**config.mk**
```make
export PLATFORM = sky130hd
export DESIGN_NAME = bullet_pool
export DESIGN_NICKNAME = d
export VERILOG_FILES = /design/src/rtl/bullet_pool.sv
export SDC_FILE = /design/constraint.sdc
export NUM_CORES = 1
export LEC_CHECK = 0
export ABC_CLOCK_PERIOD_IN_PS = 3010
export CAP_MARGIN = 20
export CORE_ASPECT_RATIO = 1.1
export CORE_MARGIN = 8
export CORE_UTILIZATION = 40
export CTS_CLUSTER_SIZE = 30
export DETAILED_ROUTE_END_ITERATION = 8
export GPL_ROUTABILITY_DRIVEN = 0
export GPL_TIMING_DRIVEN = 0
export HOLD_SLACK_MARGIN = 0.15
export PLACE_DENSITY = 0.69
export REMOVE_ABC_BUFFERS = 1
export SYNTH_ARGS = -nofsm -noshare
export SYNTH_HDL_FRONTEND = slang
export SYNTH_SLANG_ARGS = --single-unit
```
**constraint.sdc**
```tcl
create_clock -name clk -period 3.01 [get_ports clk]
set_clock_uncertainty 0.1 [all_clocks]
set_input_delay 0.301 -clock clk [delete_from_list [all_inputs] [get_ports clk]]
set_output_delay 0.301 -clock clk [all_outputs]
set_load 0.01 [all_outputs]
```
**src/rtl/bullet_pool.sv**
```systemverilog
// Pool of NUM_BULLETS projectiles launched from the tank: lowest-free-slot launch,
// fire cooldown, shared step divider, playfield-edge and hit retirement.
module bullet_pool #(
    parameter int NUM_BULLETS = 4,
    parameter int XW          = 8,
    parameter int YW          = 7,
    parameter int X_MAX       = 159,
    parameter int Y_MAX       = 119,
    parameter int STEP_TICKS  = 656648,
    parameter int COOLDOWN    = 4000000
) (
    input  logic                      clk,
    input  logic                      resetn,
    input  logic                      start,
    input  logic [XW-1:0]             tx,
    input  logic [YW-1:0]             ty,
    input  logic [1:0]                td,
    input  logic                      fire,
    input  logic [NUM_BULLETS-1:0]    hit,
    output logic [NUM_BULLETS*XW-1:0] bx,
    output logic [NUM_BULLETS*YW-1:0] by,
    output logic [NUM_BULLETS*3-1:0]  bd,
    output logic [NUM_BULLETS-1:0]    active,
    output logic                      fire_ack
);

    localparam int DW = $clog2(STEP_TICKS);
    localparam int CW = (COOLDOWN > 0) ? $clog2(COOLDOWN + 1) : 1;

    typedef enum logic {S_WAIT, S_ARMED} state_t;

    state_t                 state;
    logic                   fire_p1;
    logic [CW-1:0]          cool;
    logic [DW-1:0]          div_cnt;
    logic                   tick_p1;
    logic                   ack;
    logic [NUM_BULLETS-1:0] act;
    logic [XW-1:0]          slot_x [NUM_BULLETS];
    logic [YW-1:0]          slot_y [NUM_BULLETS];
    logic [1:0]             slot_d [NUM_BULLETS];

    logic [NUM_BULLETS-1:0] sel;
    logic                   found;
    logic                   launch;

    function automatic logic [CW-1:0] cool_next(input logic [CW-1:0] c);
        return (c == '0) ? '0 : c - CW'(1);
    endfunction

    // True when the next step in direction d would leave the playfield.
    function automatic logic at_edge(input logic [1:0] d, input logic [XW-1:0] x,
                                     input logic [YW-1:0] y);
        case (d)
            2'd0:    return y == '0;
            2'd1:    return y == YW'(Y_MAX);
            2'd2:    return x == '0;
            default: return x == XW'(X_MAX);
        endcase
    endfunction

    always_comb begin
        sel   = '0;
        found = 1'b0;
        for (int i = 0; i < NUM_BULLETS; i++) begin
            if (!act[i] && !found) begin
                sel[i] = 1'b1;
                found  = 1'b1;
            end
        end
        launch = (state == S_ARMED) && fire && !fire_p1 && (cool == '0) && found;
    end

    always_ff @(posedge clk) begin
        if (!resetn) begin
            state   <= S_WAIT;
            fire_p1 <= 1'b1;
            cool    <= '0;
            div_cnt <= '0;
            tick_p1 <= 1'b0;
            ack     <= 1'b0;
            act     <= '0;
            for (int i = 0; i < NUM_BULLETS; i++) begin
                slot_x[i] <= '0;
                slot_y[i] <= '0;
                slot_d[i] <= 2'd0;
            end
        end else begin
            fire_p1 <= fire;
            ack     <= launch;
            if (state == S_WAIT && start)
                state <= S_ARMED;
            cool <= launch ? CW'(COOLDOWN) : cool_next(cool);

            if (|act) begin
                if (div_cnt == DW'(STEP_TICKS - 1)) begin
                    div_cnt <= '0;
                    tick_p1 <= 1'b1;
                end else begin
                    div_cnt <= div_cnt + DW'(1);
                    tick_p1 <= 1'b0;
                end
            end else begin
                div_cnt <= '0;
                tick_p1 <= 1'b0;
            end

            // Free slots shadow the tank so a launch loads the current position.
            for (int i = 0; i < NUM_BULLETS; i++) begin
                if (!act[i]) begin
                    slot_x[i] <= tx;
                    slot_y[i] <= ty;
                    if (launch && sel[i]) begin
                        slot_d[i] <= td;
                        act[i]    <= 1'b1;
                    end else begin
                        slot_d[i] <= 2'd0;
                    end
                end else if (hit[i]) begin
                    act[i]    <= 1'b0;
                    slot_d[i] <= 2'd0;
                end else if (tick_p1) begin
                    if (at_edge(slot_d[i], slot_x[i], slot_y[i])) begin
                        act[i]    <= 1'b0;
                        slot_d[i] <= 2'd0;
                    end else begin
                        case (slot_d[i])
                            2'd0:    slot_y[i] <= slot_y[i] - YW'(1);
                            2'd1:    slot_y[i] <= slot_y[i] + YW'(1);
                            2'd2:    slot_x[i] <= slot_x[i] - XW'(1);
                            default: slot_x[i] <= slot_x[i] + XW'(1);
                        endcase
                    end
                end
            end
        end
    end

    for (genvar g = 0; g < NUM_BULLETS; g++) begin : g_out
        assign bx[g*XW +: XW] = slot_x[g];
        assign by[g*YW +: YW] = slot_y[g];
        assign bd[g*3 +: 3]   = {act[g], slot_d[g]};
    end

    assign active   = act;
    assign fire_ack = ack;

endmodule

```
# Yosys cells after proc, flatten, opt, wreduce, memory -nomap -nowiden
# Memory sizes are Yosys's and may differ from the RTL's.
# Index checks and enable logic that the tools add are counted.
[word_totals]
word_cells = 410
in_bits = 25
out_inout_bits = 77
mem_bits_rw = 68
memories = 3
ff_bits = 50
[memory_table]
columns = ["memory", "depth", "width", "read_ports", "rd_clocked_by_memory_dff", "write_ports", "line", "text"]
rows = [
  ["slot_x", 4, 8, 4, 0, 4, "39", "logic [XW-1:0] slot_x [NUM_BULLETS];"],
  ["slot_y", 4, 7, 4, 0, 4, "40", "logic [YW-1:0] slot_y [NUM_BULLETS];"],
  ["slot_d", 4, 2, 4, 0, 4, "41", "logic [1:0] slot_d [NUM_BULLETS];"],
]
[classes]
muxes = 282
n_addsub = 18
n_reduce_logical = 39
n_eq_ne = 17
bitwise = 43
[op_table]
columns = ["cell", "count"]
rows = [
  ["$mux W1", 236],
  ["$mux W8", 12],
  ["$mux W7", 12],
  ["$mux W22", 2],
  ["$or A1 B1 Y1", 40],
  ["$add A8 B1 Y8 const B", 4],
  ["$eq A8 B8 Y1 const B", 4],
  ["$logic_not A8 Y1", 4],
  ["$mux W2", 16],
  ["$sub A8 B1 Y8 const B", 4],
  ["$add A7 B1 Y7 const B", 4],
  ["$eq A7 B7 Y1 const B", 4],
  ["$logic_not A7 Y1", 4],
  ["$sub A7 B1 Y7 const B", 4],
  ["$logic_not A22 Y1", 1],
  ["$sub A22 B1 Y22 const B", 1],
  ["$add A20 B1 Y20 const B", 1],
  ["$eq A20 B20 Y1 const B", 1],
  ["$reduce_or A3 Y1", 6],
  ["$logic_and A1 B1 Y1", 12],
  ["$pmux W1 S3", 4],
  ["$eq A2 B1 Y1 const B", 4],
  ["$eq A2 B2 Y1 const B", 4],
  ["$logic_not A2 Y1", 4],
  ["4 further kinds", 11],
]

# Depth between registers and ports, before layout
[logic_depth]
ltp_word = 19
mapped_depth = 8
depth_no_buf = 7

# Least setup slack after synthesis
# No wires, ideal clock.
[synth_path]
path_kind = "register to register"
from = "mem slot_x[2][0]"
to = "mem slot_x[2][0] (enable)"
path_stages_with_launch = 6
setup_ps = 337
setup_slack_ps = 577
path_buffers = 0
arrival_ps = 1996
synth_period_minus_slack_ps = 2433
path_cell_list = "edfxtp_1 > ha_1 > and4_1 > a311oi_1 > nor2_1 > nand3_1"
[synth_lines]
columns = ["item", "line"]
rows = [
  ["start: declaration", "39"],
]

==> flow_metrics.env <==
export IMPL_yosys_area_top_type="edfxtp_1"
export IMPL_routed_wl_um=20510
export IMPL_cts_root_buf="clkbuf_16"
export IMPL_syn_to_final_growth_pct=21.67
export IMPL_synth_edf_count=68
export IMPL_avgViaCountPerCell=5.615
export IMPL_final_layout_size_suffix_gt1_frac=0.06204
export IMPL_placed_area_um2=8841
export IMPL_grt_max_degree=31
export IMPL_antenna_found_initial=0
export IMPL_portBuffers=101
export IMPL_pwr_density_cell_nw_per_um2=551.0
export IMPL_cp_max_fo=9
export IMPL_core_um2=19030
export IMPL_path_clk_slew_ns=0.05
export IMPL_synth_seq_cells=118
export IMPL_grt_pass1_wl_um=33000
export IMPL_rows=53
export IMPL_min_period_over_period=0.9248
export IMPL_die_width_um=148.6
export IMPL_cap_violations=0
export IMPL_cpLargestDelayFamily="simple AND/OR/NAND/NOR gates"
export IMPL_synth_async_reset_ratio=0
export IMPL_dieArea_um2=24060
export IMPL_setup_viol=0
export IMPL_fillers=1784
export IMPL_path_cells="inv_1 > ha_1 > and4bb_2 > nor4_2 > nor2_1 > nand3_1"
export IMPL_synthTopCellsByArea="edfxtp_1 (26%), dfxtp_1 (13%), xnor2_1 (8.8%), ha_1 (4.4%), nand2_1 (4.3%)"
export IMPL_n_antenna_cell=0
export IMPL_io_pin_count=102
export IMPL_postSynthAreaPerCell_um2=8.988
export IMPL_fin_area_um2=9415
export IMPL_num_vias=6727
export IMPL_synth_top_area_frac=0.2639
export IMPL_drtIter0Drc=357
export IMPL_postCtsSetupBuffers=0
export IMPL_netlist_instances=861
export IMPL_clkLatencyLatePin_ns=0.42
export IMPL_crit_required_ns=2.97
export IMPL_ys_warn_count=0
export IMPL_rsz0062_at_grt="no"
export IMPL_fmax_mhz=359.2
export IMPL_path_buf_inv=1
export IMPL_route_detailed_drc=0
export IMPL_power_leakage_nw=3.437
export IMPL_clock_sinks=118
export IMPL_slew_headroom=0.3174
export IMPL_clk_path_buf_depth=2
export IMPL_max_stage_delay_ns=0.75
export IMPL_crit_type="flop to flop"
export IMPL_fin_crit_ns=2.784
export IMPL_wire_per_inst_um=17.12
export IMPL_slowest_stage="nor4_2"
export IMPL_htree_levels=4
export IMPL_dp_hpwl_um=15170
export IMPL_cp_data_arrival_time_ns=2.74
export IMPL_cts_tree="built"
export IMPL_startpoint_type="flop"
export IMPL_initial_core_util=0.4066
export IMPL_post_route_util=0.4947
export IMPL_first_pass_iters=7
export IMPL_ir_worst_vdd_mv=0.4869
export IMPL_yosysSeqAreaShare=0.3932
export IMPL_chipHeight_um=161.9
export IMPL_ant_nets=0
export IMPL_cts_inserted_buffers=17
export IMPL_worst_slew_pin_slew_ns=1.016
export IMPL_grt_total_usage=0.1693
export IMPL_finalNetCount=990
export IMPL_syn_area_um2=7739
export IMPL_rrSetupSlack_ns=0.23
export IMPL_end_kind="flop"
export IMPL_status="completed"
export IMPL_hold_viol_final=0
export IMPL_hp_class="flop to flop"
export IMPL_yosys_cell_types_count=77
export IMPL_grt_pass1_vias=6403
export IMPL_grt_ovfl_total=0
export IMPL_ys_flop_type="edfxtp_1"
export IMPL_drv_slew=0
[worst reg2reg max path, stage by stage (launching register included)]
cell and delay, ns:
edfxtp_1 0.53, inv_1 0.11, ha_1 0.20, and4bb_2 0.23, nor4_2 0.75, nor2_1 0.12
nand3_1 0.38
[final timing paths]
kind | from | end | depth (start not counted)
max | slot_x[2][0] | slot_x[2][1] | 6
min | div_cnt[0] | div_cnt[0] | 1
max reg2reg | slot_x[2][0] | slot_x[2][1] | 6
min reg2reg | div_cnt[0] | div_cnt[0] | 1
[metrics by stage]
| stage | cells | hold WS [ns] | power (mW) | worst slack (ns) | TNS (ns) |
|---|---|---|---|---|---|
| finish | 1198 | 0.3462 | 5.188 | 0.2263 | 0 |
| global route | 1198 | 0.3609 | 5.454 | 0.06359 | 0 |
| CTS | 1197 | 0.3535 | 5.221 | 0.1438 | 0 |
| detailed placement | 1165 | 0.3424 | 3.293 | -0.7729 | -26.24 |
| global placement | 1161 | 0.3317 | 3.247 | -0.7404 | -31.95 |
| floorplan | 813 | 0.2740 | 2.907 | 0.4207 | 0 |
[routing by layer]
metal	routed length, um	vias up	GRT usage
li1	-	3265	-
met1	8676	3236	0.2041
met2	10140	206	0.2922
met3	1438	20	0.03812
met4	258	0	0.05383
met5	0	-	0
[cells in the mapped netlist, drive strengths merged, types with 14 or more instances]
| cell | n |
|---|---|
| nand2 | 89 |
| nor2 | 80 |
| xnor2 | 78 |
| edfxtp | 68 |
| o21ai | 52 |
| dfxtp | 50 |
| nand3 | 49 |
| nor3 | 38 |
| inv | 36 |
| xor2 | 34 |
| clkbuf | 31 |
| ha | 27 |
| and3 | 20 |
| a22oi | 18 |
| buf | 17 |
| nor4 | 14 |
[kinds of logic (layout without fill, tap and decap cells)]
group	Yosys count	in the layout	share of synthesized area
AOI/OAI and AO/OA	136	136	0.1208
xor gates and xnor gates	112	112	0.1268
adders and majority gates	27	27	0.04365
buffers and inverters	84	174	0.05141
DFF	118	118	0.3932
muxes	2	2	0.002587
and+or+nand+nor	382	382	0.2616
[sequential cells by signal, summed over array words and instances (netlist names)]
register / count
slot_x: 32
slot_y: 28
cool: 22
div_cnt: 20
slot_d: 8
active: 4
fire_ack: 1
fire_p1: 1
state: 1
tick_p1: 1
[power by group]
group          internal, mW  leakage (nW)  total [mW]  switching (mW)
clock network          1.20         0.274        1.92           0.726
registers              1.88          1.20        2.10           0.225
logic                 0.563          1.97        1.16           0.600
total                  3.64          3.44        5.19            1.55
[cells in the final DEF, fill, tap and decap left out, drive strengths merged, types with 12 or more instances in the layout]
master | netlist | routed
a21oi | 12 | 12
nand3 | 49 | 49
a22oi | 18 | 18
o21ai | 52 | 52
and3 | 20 | 20
ha | 27 | 27
inv | 36 | 37
nor3 | 38 | 38
xnor2 | 78 | 78
edfxtp | 68 | 68
clkbuf | 31 | 27
xor2 | 34 | 34
nand2 | 89 | 89
nor2 | 80 | 80
dfxtp | 50 | 50
clkdlybuf4s50 | 0 | 100
nor4 | 14 | 14
[area by class of cell]
| cell class | instances | area, um^2 | share of cell area |
|---|---|---|---|
| well taps | 247 | 309.0 | 0.03282 |
| inverters | 36 | 135.1 | 0.01435 |
| repair buffers | 106 | 1052 | 0.1118 |
| clock buffers | 26 | 523.0 | 0.05555 |
| flip-flops and latches | 118 | 3043 | 0.3232 |
| multi-input cells | 659 | 4315 | 0.4583 |
| clock inverters | 6 | 37.54 | 0.003987 |
[what timing repair did]
| item | in CTS | in global routing |
|---|---|---|
| setup endpoints to repair | 25 | 15 |
| resized for setup | 2 | 3 |
| hold buffers | 0 | 0 |
Note: power is estimated with default switching activity, not from simulation.
